==> src/rtl/mod_updown_counter_pkg.sv <==
// mod_updown_counter_pkg: shared end-behaviour constants and parameter legality helper
package mod_updown_counter_pkg;
    localparam bit CNT_WRAP = 1'b0;
    localparam bit CNT_SAT  = 1'b1;
    function automatic bit max_ok(input int w, input longint unsigned m);
        return w >= 1 && w < 64 && m >= 1 && m <= (64'd1 << w) - 1;
    endfunction
endpackage

==> src/rtl/mod_updown_counter_if.sv <==
// mod_updown_counter_if: control and status bundle of one counter stage
interface mod_updown_counter_if #(parameter int W = 8);
    logic         clr;
    logic         load;
    logic [W-1:0] load_val;
    logic         en;
    logic         up;
    logic [W-1:0] out;
    logic         tc;
    logic         wrap;
    modport master (output clr, load, load_val, en, up, input out, tc, wrap);
    modport slave  (input clr, load, load_val, en, up, output out, tc, wrap);
endinterface

==> src/rtl/mod_updown_counter_next.sv <==
// mod_updown_counter_next: next count, terminal count and wrap/blocked flag
module mod_updown_counter_next
    import mod_updown_counter_pkg::*;
#(
    parameter int           W        = 8,
    parameter logic [W-1:0] MAX      = '1,
    parameter bit           SATURATE = CNT_WRAP
) (
    input  logic [W-1:0] out,
    input  logic         en,
    input  logic         up,
    input  logic         clr,
    input  logic         load,
    input  logic [W-1:0] load_val,
    output logic [W-1:0] nxt,
    output logic         tc,
    output logic         wrap_next
);
    logic         at_max;
    logic         at_zero;
    logic         over;
    logic [W-1:0] ld;
    logic [W-1:0] inc;
    logic [W-1:0] dec;
    // A full-range MAX can never be exceeded, so the compares are elided there
    if (MAX == '1) begin : g_full
        assign over = 1'b0;
        assign ld   = load_val;
    end else begin : g_part
        assign over = out > MAX;
        assign ld   = load_val > MAX ? MAX : load_val;
    end
    assign at_max    = out == MAX;
    assign at_zero   = out == '0;
    assign tc        = en & (up ? at_max : at_zero);
    assign wrap_next = tc & ~clr & ~load;
    assign inc = (at_max && SATURATE) ? out : (at_max || over) ? '0 : out + W'(1);
    assign dec = at_zero ? (SATURATE ? out : MAX) : out - W'(1);
    assign nxt = clr ? '0 : load ? ld : en ? (up ? inc : dec) : out;
endmodule

==> src/rtl/mod_updown_counter.sv <==
// mod_updown_counter: up/down modulo counter with clear, load, saturate option and cascade carry
module mod_updown_counter
    import mod_updown_counter_pkg::*;
#(
    parameter int              W        = 8,
    parameter longint unsigned MAX      = (64'd1 << W) - 1,
    parameter bit              SATURATE = CNT_WRAP
) (
    input  logic                 clk,
    input  logic                 rst_n,
    mod_updown_counter_if.slave  bus
);
    localparam logic [W-1:0] MAX_W = W'(MAX);
    if (!max_ok(W, MAX)) begin : g_bad_max
        $error("mod_updown_counter: MAX must lie in 1..2**W-1");
    end
    logic [W-1:0] out_q;
    logic [W-1:0] nxt;
    logic         wrap_q;
    logic         wrap_next;
    mod_updown_counter_next #(.W(W), .MAX(MAX_W), .SATURATE(SATURATE)) u_next (
        .out       (out_q),
        .en        (bus.en),
        .up        (bus.up),
        .clr       (bus.clr),
        .load      (bus.load),
        .load_val  (bus.load_val),
        .nxt       (nxt),
        .tc        (bus.tc),
        .wrap_next (wrap_next)
    );
    always_ff @(posedge clk or negedge rst_n) begin
        if (!rst_n) begin
            out_q  <= '0;
            wrap_q <= 1'b0;
        end else begin
            out_q  <= nxt;
            wrap_q <= wrap_next;
        end
    end
    assign bus.out  = out_q;
    assign bus.wrap = wrap_q;
endmodule
==> src/flat_wrapper.sv <==
// flat-port wrapper written by rule: the top's interface ports become plain ports
module mod_updown_counter_flat import mod_updown_counter_pkg::*;
#(
    parameter int              W        = 8,
    parameter longint unsigned MAX      = (64'd1 << W) - 1,
    parameter bit              SATURATE = CNT_WRAP
)
  (clk, rst_n, bus_clr, bus_load, bus_load_val, bus_en, bus_up, bus_out, bus_tc, bus_wrap);
  mod_updown_counter_if #(.W(W)) bus_i ();
  input  logic clk;
  input  logic rst_n;
  input wire logic [$bits(bus_i.clr)-1:0] bus_clr;
  input wire logic [$bits(bus_i.load)-1:0] bus_load;
  input wire logic [$bits(bus_i.load_val)-1:0] bus_load_val;
  input wire logic [$bits(bus_i.en)-1:0] bus_en;
  input wire logic [$bits(bus_i.up)-1:0] bus_up;
  output wire logic [$bits(bus_i.out)-1:0] bus_out;
  output wire logic [$bits(bus_i.tc)-1:0] bus_tc;
  output wire logic [$bits(bus_i.wrap)-1:0] bus_wrap;
  assign bus_i.clr = bus_clr;
  assign bus_i.load = bus_load;
  assign bus_i.load_val = bus_load_val;
  assign bus_i.en = bus_en;
  assign bus_i.up = bus_up;
  assign bus_out = bus_i.out;
  assign bus_tc = bus_i.tc;
  assign bus_wrap = bus_i.wrap;
  mod_updown_counter #(.W(W), .MAX(MAX), .SATURATE(SATURATE)) u_core (.clk(clk), .rst_n(rst_n), .bus(bus_i));
endmodule
==> config.mk <==
export PLATFORM = sky130hd
export DESIGN_NAME = mod_updown_counter_flat
export DESIGN_NICKNAME = d
export VERILOG_FILES = /design/src/rtl/mod_updown_counter_pkg.sv /design/src/rtl/mod_updown_counter_if.sv /design/src/rtl/mod_updown_counter_next.sv /design/src/rtl/mod_updown_counter.sv /design/src/flat_wrapper.sv
export SDC_FILE = /design/constraint.sdc
export NUM_CORES = 1
export LEC_CHECK = 0
export ABC_CLOCK_PERIOD_IN_PS = 3400
export CAP_MARGIN = 20
export CELL_PAD_IN_SITES_DETAIL_PLACEMENT = 0
export CELL_PAD_IN_SITES_GLOBAL_PLACEMENT = 1
export CORE_UTILIZATION = 38
export DETAILED_ROUTE_END_ITERATION = 8
export PLACE_DENSITY = 0.85
export SYNTH_ARGS = -nofsm -noshare
export SYNTH_HDL_FRONTEND = slang
export SYNTH_HIERARCHICAL = 1
export SYNTH_SLANG_ARGS = --single-unit
==> constraint.sdc <==
create_clock -name clk -period 3.4 [get_ports clk]
set_input_delay 1.02 -clock clk [delete_from_list [all_inputs] [get_ports clk]]
set_output_delay 1.02 -clock clk [all_outputs]
set_load 0.01 [all_outputs]
==> load_flow_metrics.sql, run 1 <==
INSERT INTO impl_metrics (metric_group, metric, value, unit) VALUES
('outcome', 'outcome', 'finished, final reports clean', ''),
('synth', 'synth_async_sr_flop_share', '1.000', ''),
('sta', 'fin_crit_sh', '0.9025', ''),
('synth', 'post_synth.cell_area_avg', '8.364', 'µm²'),
('clocking', 'htreeDepth', '1', ''),
('pwr', 'leakage', '0.4826', 'nW'),
('synth', 'synthSimpleGateAreaFrac', '0.2520', ''),
('setup_path', 'worst_path_max_delay_cell', 'sky130_fd_sc_hd__dfrtp_1', ''),
('sta', 'maxSlewHeadroom', '0.5299', ''),
('routing', 'first_pass_iters', '4', ''),
('cells_and_area', 'area_growth', '30.05', '%'),
('routing', 'post_detailed_routing_wire_length', '2563', 'µm'),
('clocking', 'hold_buffers', '0', ''),
('synth', 'synth.area.mux_share', '0.02156', ''),
('placement', 'dp_hpwl', '1785', 'µm'),
('clocking', 'clk_transition_reported_paths', '70', 'ps'),
('flow_run', 'max_cap_viols', '0', ''),
('clocking', 'cts.sink_count', '9', ''),
('min_path', 'worstHoldPathType', 'reg -> reg', ''),
('clocking', 'cts_setup_buffers', '0', ''),
('global_routing', 'grt_max_degree', '19', ''),
('die', 'coreArea', '2255', 'µm²'),
('global_routing', 'first_global_vias', '928', ''),
('routing', 'avgRoutedWirePerCell', '15.72', 'µm'),
('synth', 'synth_cell_types', '39', ''),
('clocking', 'clock_tree_from_tritoncts', 'done', ''),
('sta', 'timing.clock.skew', '4.454', 'ps'),
('placement', 'port-buffer-count', '23', ''),
('synth', 'synth_enable_flop_cells', '0', ''),
('clocking', 'numCtsBuffers', '3', ''),
('setup_path', 'worstSetupEndpointType', 'primary output', ''),
('synth', 'synth_seq_cells', '9', ''),
('cells_and_area', 'layout-drive-gt1-share', '0.1407', ''),
('die', 'dieArea', '2645', 'µm²'),
('global_routing', 'overflow', '0', ''),
('global_routing', 'grt_antenna_before_repair', '0', ''),
('setup_path', 'cp_startpoint', 'u_core/bus.out[0]$_DFF_PN0_', ''),
('sta', 'timing.final.crit_period', '3069', 'ps'),
('routing', 'remaining_drc_errors', '0', ''),
('synth', 'synth_xor_xnor_area_share', '0.08491', ''),
('routing', 'num_vias', '931', ''),
('global_routing', 'global_route_wire_length_before_repair', '4333', 'µm'),
('synth', 'synth-adder-area-share', '0.04043', ''),
('sta', 'grt_setup_unrepaired', 'false', ''),
('clocking', 'worstSkewPairLatency', '260', 'ps'),
('sta', 'finalMaxSlewViolations', '0', ''),
('synth', 'post_synthesis_cell_area', '928.4', 'µm²'),
('synth', 'synth-compound-area-share', '0.2278', ''),
('synth', 'dominant_combinational_cell_family_by_area_after_synthesis', 'simple AND/OR/NAND/NOR gates', ''),
('setup_path', 'setup.worst_path.class', 'reg -> out', ''),
('die', 'boundaryPins', '24', ''),
('setup_path', 'path_cells', 'inv_1 -> ha_1 -> nand2b_1 -> nor4_2 -> nor2_1 -> nor2_1 -> dlygate4sd2_1', ''),
('setup_path', 'maximum_fanout_count_along_the_critical_path', '10', ''),
('cells_and_area', 'antenna-diode-count', '0', ''),
('die', 'initial_core_util', '0.4118', ''),
('synth', 'postSynthCellCount', '111', ''),
('setup_path', 'critical_path.startpoint_type', 'register', ''),
('die', 'die_x', '51.43', 'µm'),
('setup_path', 'worst_r2r_startpoint', 'u_core/bus.out[0]$_DFF_PN0_', ''),
('setup_path', 'worst_ep_required_time', '2380', 'ps'),
('cells_and_area', 'layout_commonest_cell', 'sky130_fd_sc_hd__clkdlybuf4s50_1', ''),
('pwr', 'vdd_drop_max', '0.1936', 'mV'),
('sta', 'final-hold-violation-count', '0', ''),
('placement', 'finalWeightedCongestion', '0.8524', ''),
('sta', 'timing.final.setup_violations', '0', ''),
('global_routing', 'grt_util_all_layers', '0.2223', ''),
('routing', 'number_of_nets_still_failing_antenna_checks_after_routing', '0', ''),
('pwr', 'power_density', '301.6', 'nW/µm²'),
('die', 'die_h', '51.43', 'µm'),
('routing', 'ratio_of_routed_vias_to_standard_cells', '5.712', ''),
('setup_path', 'worst-endpoint-arrival', '2050', 'ps');
layout make-up:
class	count	area, µm²
Fill cell	233	1047
Multi-Input combinational cell	81	588.1
Timing Repair Buffer	32	299.0
Sequential cell	9	225.2
Tap cell	28	35.03
Inverter	9	33.78
Clock buffer	4	26.28
stage by stage:
step | hold WS [ps] | util | std cells | area (µm²) | setup WS [ps]
3_3_place_gp | 782.1 | 0.5205 | 159 | 1174 | -236.7
3_5_place_dp | 791.9 | 0.5205 | 159 | 1174 | -277.2
4_1_cts | 806.7 | 0.5344 | 163 | 1205 | 67.16
6_report | 800.8 | 0.5355 | 163 | 1207 | 331.5
2_1_floorplan | 724.4 | - | 111 | 928.4 | 582.9
5_1_grt | 846.3 | 0.5355 | 163 | 1207 | 121.7
kinds of logic after synthesis:
group                    after synthesis
adder cells (fa/ha/maj)                3
AO/OA/AOI/OAI                         28
flip-flops                             9
XOR/XNOR                               9
multiplexers                           2
AND/OR/NAND/NOR                       39
buffers and inverters                 21
worst paths after layout:
path,slack (ps),cells past startpoint,to
worst min register to register,800,5,u_core/bus.out[5]$_DFF_PN0_
max in group asynchronous,2010,1,u_core/bus.out[4]$_DFF_PN0_
worst min-delay path,800,5,u_core/bus.out[5]$_DFF_PN0_
worst max-delay path,330,7,bus_tc
worst max register to register,1390,7,u_core/bus.out[4]$_DFF_PN0_
min in group asynchronous,1070,1,u_core/bus.out[5]$_DFF_PN0_
flip-flops by register name, indices dropped and copies added, names as in the netlist:
name	flops
u_core/bus.out	8
u_core/bus.wrap	1
critical path, delay by kind of cell, from the launching register on:
kind	cells	cell delay, ps
flip-flops	1	500
AND/OR/NAND/NOR	4	670
buffers and inverters	2	450
adder cells (fa/ha/maj)	1	170
layer usage:
layer	vias up	share of wire	global-route usage
li1	447	-	-
met1	442	0.45	0.2839
met2	37	0.47	0.3723
met3	5	0.071	0.04762
met4	0	0.011	0.06306
met5	-	0	0
report_power, final:
part | internal (W) | total, W | leakage, nW | switching [W]
registers | 0.000114 | 0.000128 | 0.118 | 0.0000135
clock network | 0.0000453 | 0.0000890 | 0.0150 | 0.0000437
logic | 0.0000741 | 0.000147 | 0.350 | 0.0000731
total | 0.000234 | 0.000364 | 0.483 | 0.000130
what timing repair did:
action                     4_1_cts  5_1_grt
pin swaps                        1        0
gates resized for setup          2        1
setup endpoints to repair        1        1
synthesized netlist by cell type (2+ instances only):
library cell	count	area (µm²)
sky130_fd_sc_hd__a221o_1	2	20.02
sky130_fd_sc_hd__xnor2_1	5	43.79
sky130_fd_sc_hd__nor4_1	2	12.51
sky130_fd_sc_hd__nand2_1	5	18.77
sky130_fd_sc_hd__a221oi_1	2	17.52
sky130_fd_sc_hd__or3_1	2	12.51
sky130_fd_sc_hd__nand2b_1	3	18.77
sky130_fd_sc_hd__ha_1	3	37.54
sky130_fd_sc_hd__a221oi_2	3	45.04
sky130_fd_sc_hd__inv_1	8	30.03
sky130_fd_sc_hd__a21oi_1	10	50.05
sky130_fd_sc_hd__clkbuf_1	5	18.77
sky130_fd_sc_hd__mux2i_1	2	20.02
sky130_fd_sc_hd__nand3_1	4	20.02
sky130_fd_sc_hd__xor2_1	4	35.03
sky130_fd_sc_hd__nor3_1	4	20.02
sky130_fd_sc_hd__buf_6	5	56.30
sky130_fd_sc_hd__o21ai_1	3	15.01
sky130_fd_sc_hd__nor2_1	8	30.03
sky130_fd_sc_hd__dfrtp_1	9	225.2
sky130_fd_sc_hd__nand4_1	3	18.77
sky130_fd_sc_hd__nor3b_1	2	15.01
No activity file was read; power rests on OpenSTA's default activity.
==> inputs of run 2 (changes only) <==
ABC_CLOCK_PERIOD_IN_PS = unset   (was 3400)
==> results of run 2 <==
Same layout as run 1: the final DEF is identical, and so are final timing and power.
==> patch 1: new RTL, flow settings as in run 1 <==
Make the reset (`rst_n`) synchronous in one clocked block.
--- a/src/rtl/mod_updown_counter.sv
+++ b/src/rtl/mod_updown_counter.sv
@@ -30,5 +30,5 @@
         .wrap_next (wrap_next)
     );
-    always_ff @(posedge clk or negedge rst_n) begin
+    always_ff @(posedge clk) begin
         if (!rst_n) begin
             out_q  <= '0;
Function: differs if rst_n is asserted again (counterexample within 4 cycles, from zero or initial values and one cycle with rst_n low); with rst_n held inactive, the same outputs for 10 cycles.
==> patch 1 against run 1 <==
Sequential share of layout area decreased by 3.5 points. Sequential cell count unchanged. Design area decreased by 1.5%. Routed wire length decreased by 3.2%. Fmax decreased by 4.5%. Synthesized area increased by 1.2%. Power decreased by 8.8%. Setup slack got worse by 0.15 ns. Sequential power decreased by 6%. Die area increased by 1.2%. Non-clock buffer count decreased by 3. Final cell count increased by 3.7%. Critical path type is now in2out. Critical endpoint unchanged.
==> patch 1: results <==
metrics = {
    "outcome": {
        "outcome": "complete, no violations",
    },
    "clock_tree": {
        "clk_path_buf_depth": 2,
        "clk_latency_ns": 0.27,
        "path_clk_slew_ns": 0.07,
        "cts_max_level": 1,
        "numCtsBuffers": 3,
        "cts_root_buffer": "clkbuf_4",
    },
    "finish": {
        "antenna_cells": 0,
        "finish.net_count": 159,
        "drive_gt1_share_pct": 12.1,
        "final_core_util_pct": 52.3,
        "largest_reg_flops": 8,
        "fillerInstances": 232,
    },
    "placed_design": {
        "gp_congestion": 0.866,
        "dpl_worst_slack_ns": -0.265,
        "placed_area_um2": 1160,
        "port-buffer-count": 23,
        "dp_hpwl_um": 1760,
        "dp.cells": 165,
    },
    "global_route": {
        "grt_pass1_wl_um": 3980,
        "grt_overflow_total": 0,
        "antenna_found_initial": 0,
        "grt_max_degree": 19,
        "grt_pass1_vias": 861,
        "grt_usage_pct": 20.3,
    },
    "synthesis": {
        "yosysUniqueCellTypes": 40,
        "synthTopCellsByArea": "dfxtp_1, and2_1, buf_6",
        "synth_nets": 137,
        "synth_common_cells": "a21oi_1, and2_1, dfxtp_1",
        "yosys_warnings": 6,
        "seq_area_frac_synth_pct": 19.2,
        "synthArstFlopShare_pct": 0,
        "avgSynthCellArea_um2": 7.83,
    },
    "setup_path": {
        "cp.arrival_ns": 2.19,
        "rrSetupSlack_ns": 1.26,
        "worst-r2r-cell-count": 8,
        "r2r-end": "u_core/bus.out[4]",
        "reg2reg_from": "u_core/bus.out[0]",
        "path_max_fanout": 4,
    },
    "drt": {
        "drt_iter0_drc": 27,
        "wl_per_cell_um": 14.7,
        "drt-vias-per-instance": 5.47,
        "wl_um": 2480,
        "drt_pass1_iterations": 4,
    },
    "hold_path": {
        "holdCritStartpoint": "u_core/bus.out[7]",
        "hold_path.class": "reg2reg",
        "hold_end": "u_core/bus.out[7]",
        "hold-path-cell-count": 3,
    },
    "sta": {
        "worst_clock_skew_ns": 0.00198,
        "worst_pin_slew_ns": 0.674,
        "fin_hold_ws_ns": 0.867,
    },
    "power_and_ir_drop": {
        "vdd_drop_max_v": 0.000159,
        "p_leak_nw": 0.445,
    },
}
patch 1: metal layers:
metal  track usage, %  vias to the layer above  routed length (µm)  part of all wire [%]
met3             3.80                        0                 116                   4.7
met1             25.9                      431                1190                    48
met2             33.8                       26                1180                    48
met5                0                        -                   0                     0
li1                 -                      467                   -                     -
met4             7.21                        0                   0                     0
patch 1: cell families (layout without fill, tap and decap cells):
kind of cell | after synthesis | in the layout | share of synthesized area [%]
mux | 2 | 2 | 2.13
buf+inv | 21 | 42 | 12.9
xor+xnor | 9 | 9 | 8.39
compound gates | 28 | 28 | 22.5
fa+ha+maj | 3 | 3 | 4.00
simple gates | 48 | 48 | 30.9
flops | 9 | 9 | 19.2
patch 1: critical path, cell delays in order:
cell and delay (ns):
clkdlybuf4s50_1 0.54, nand4_1 0.13, nor2_1 0.16, nor2_1 0.08
nor2_1 0.11, clkbuf_2 0.14
patch 1: per-stage QoR:
step                      TNS, ns  total power (W)
after detailed placement   -0.265         0.000241
after CTS                       0         0.000335
after global placement     -0.242         0.000240
after global routing            0         0.000351
final                           0         0.000332
after floorplan                 0         0.000202
patch 1: final cells by class:
| class | instances | area share (%) |
|---|---|---|
| clock buffers | 4 | 2.21 |
| inverters | 9 | 2.84 |
| well taps | 28 | 2.94 |
| repair buffers | 29 | 22.7 |
| flip-flops and latches | 9 | 15.1 |
| multi-input cells | 90 | 54.2 |
patch 1: worst max path at each step:
stage	start	end	slack (ns)	cells after the start
floorplan	bus_up	bus_tc	0.58	4
global placement	bus_up	bus_tc	-0.24	5
detailed placement	bus_up	bus_tc	-0.26	5
CTS	bus_up	bus_tc	0.06	6
global route	bus_up	bus_tc	0.06	6
finish	bus_up	bus_tc	0.19	6
patch 1: what timing repair did:
action,4_1_cts,5_1_grt
pin swaps,1,1
setup buffers,0,0
resized for setup,2,2
endpoints found under the setup margin,1,1
patch 1: power by group:
| part | internal [W] | switching [W] | total, W |
|---|---|---|---|
| Clock | 0.0000454 | 0.0000458 | 0.0000912 |
| Combinational | 0.0000624 | 0.0000587 | 0.000121 |
| Sequential | 0.000110 | 0.00000954 | 0.000120 |
==> patch 2: new RTL, flow settings as in run 1 <==
Without the edit above. `W` is set to 8 in 4 places; all go to 9.
--- a/src/rtl/mod_updown_counter_if.sv
+++ b/src/rtl/mod_updown_counter_if.sv
@@ -1,4 +1,4 @@
 // mod_updown_counter_if: control and status bundle of one counter stage
-interface mod_updown_counter_if #(parameter int W = 8);
+interface mod_updown_counter_if #(parameter int W = 9);
     logic         clr;
     logic         load;
--- a/src/rtl/mod_updown_counter_next.sv
+++ b/src/rtl/mod_updown_counter_next.sv
@@ -3,5 +3,5 @@
     import mod_updown_counter_pkg::*;
 #(
-    parameter int           W        = 8,
+    parameter int           W        = 9,
     parameter logic [W-1:0] MAX      = '1,
     parameter bit           SATURATE = CNT_WRAP
--- a/src/rtl/mod_updown_counter.sv
+++ b/src/rtl/mod_updown_counter.sv
@@ -3,5 +3,5 @@
     import mod_updown_counter_pkg::*;
 #(
-    parameter int              W        = 8,
+    parameter int              W        = 9,
     parameter longint unsigned MAX      = (64'd1 << W) - 1,
     parameter bit              SATURATE = CNT_WRAP
--- a/src/flat_wrapper.sv
+++ b/src/flat_wrapper.sv
@@ -2,5 +2,5 @@
 module mod_updown_counter_flat import mod_updown_counter_pkg::*;
 #(
-    parameter int              W        = 8,
+    parameter int              W        = 9,
     parameter longint unsigned MAX      = (64'd1 << W) - 1,
     parameter bit              SATURATE = CNT_WRAP
Interface: changed (resized bus_load_val and bus_out); port bits go from 24 to 26. The function was not compared with the original's and may differ.
==> patch 2 against run 1 <==
Power rose by 11%. Synthesized area rose by 2.0%. First-iteration DRC count rose by 12%. Setup slack got worse by 0.18 ns. Design area rose by 7.9%. Sequential share of layout area rose by 0.56 points. Clock power rose by 30%. Worst hold slack got worse by 0.077 ns. Highest routed layer unchanged. Combinational power fell by 3%. Routed wire length rose by 9.4%. Sequential cell count rose by 1.
==> patch 2: results <==
metrics = {
    "synthesis": {
        "synth_nets": 140,
        "synth_common_cells": "dfrtp_1, a21oi_1, nor2_1",
        "synthTopCellsByArea": "dfrtp_1, a21oi_1, ha_1",
        "seq_area_frac_synth_pct": 26.4,
        "avgSynthCellArea_um2": 7.76,
        "synth_xor_area_share_pct": 0.925,
        "synth_compound_area_share_pct": 30.4,
    },
    "power_and_ir_drop": {
        "vdd_drop_max_v": 0.000234,
        "p_leak_nw": 0.544,
    },
    "global_route": {
        "grt_pass1_vias": 1000,
        "met2_usage_pct": 42.7,
        "grt_pass1_wl_um": 4530,
        "use_met1_pct": 27.7,
        "grt_usage_pct": 23.7,
    },
    "drt": {
        "drt_pass1_iterations": 4,
        "num_vias": 1066,
        "wl_um": 2800,
        "drt_iter0_drc": 28,
        "wl_per_cell_um": 15.6,
    },
    "sta": {
        "fin_hold_ws_ns": 0.724,
        "worst_pin_slew_ns": 0.521,
        "worst_clock_skew_ns": 0.00467,
    },
    "finish": {
        "finish.net_count": 171,
        "largest_reg_flops": 9,
        "drive_gt1_share_pct": 15.1,
        "fillerInstances": 214,
    },
    "setup_path": {
        "cp.arrival_ns": 2.22,
        "rrSetupSlack_ns": 1.13,
    },
    "placed_design": {
        "gp_congestion": 0.893,
        "placed_area_um2": 1260,
        "port-buffer-count": 25,
    },
    "clock_tree": {
        "clk_latency_ns": 0.28,
    },
    "outcome": {
        "outcome": "complete, no violations",
    },
}
-- patch 2: cell types whose count changed after synthesis, sizes merged, moves of 3 or more --
cell,before,now
xor2,4,0
and3,0,4
a221oi,5,2
nand3,4,7
a22o,0,3
xnor2,5,1
a211oi,1,4
o21ai,4,9
buf,7,4
-- patch 2: final cells by class --
cell class                      instances  area, µm²  share of cell area, %
Inverter                                8       30.0                   2.31
Timing Repair Buffer                   36        332                   25.5
Sequential cell                        10        250                   19.2
Multi-Input combinational cell         94        619                   47.6
Tap cell                               28       35.0                   2.69
Clock buffer                            4       36.3                   2.79
-- patch 2: power by group --
part | switching, W | total, W | internal (W)
sequential | 0.0000182 | 0.000145 | 0.000127
combinational | 0.0000675 | 0.000142 | 0.0000746
clock | 0.0000506 | 0.000116 | 0.0000651
total | 0.000136 | 0.000403 | 0.000267
-- patch 2: worst paths after layout --
check / from / endpoint / cells after the start
min in group asynchronous: rst_n / u_core/bus.out[5] / 1
worst min-delay path: u_core/bus.out[8] / u_core/bus.out[8] / 2
max in group asynchronous: rst_n / u_core/bus.out[6] / 1
worst max register to register: u_core/bus.out[0] / u_core/bus.out[2] / 10
worst min register to register: u_core/bus.out[8] / u_core/bus.out[8] / 2
worst max-delay path: bus_up / bus_tc / 5
-- patch 2: cells by family after synthesis --
family / Yosys count
AO/OA/AOI/OAI: 42
multiplexers: 1
buffers and inverters: 18
XOR/XNOR: 1
flip-flops: 10
adder cells (fa/ha/maj): 3
AND/OR/NAND/NOR: 47
-- patch 2: critical path, stage by stage --
cell and delay, ns:
clkdlybuf4s50_1 0.50, inv_2 0.09, nand4_1 0.13, a21oi_2 0.20, dlygate4sd2_1 0.28
-- patch 2: metal layers --
metal / vias to the layer above / part of all wire (%) / wire length (µm)
met5: - / 0 / 0
met4: 0 / 1.5 / 42
met3: 4 / 6.1 / 170
met2: 48 / 49 / 1360
met1: 498 / 44 / 1230
li1: 516 / - / -
-- patch 2: per-stage QoR --
stage,util (%),setup WS (ns),total power (W)
4_1_cts,57.2,0.155,0.000405
2_1_floorplan,-,0.705,0.000226
6_report,57.2,0.155,0.000403
3_3_place_gp,55.5,-0.0313,0.000286
3_5_place_dp,55.5,-0.125,0.000288
5_1_grt,57.2,0.0915,0.000427
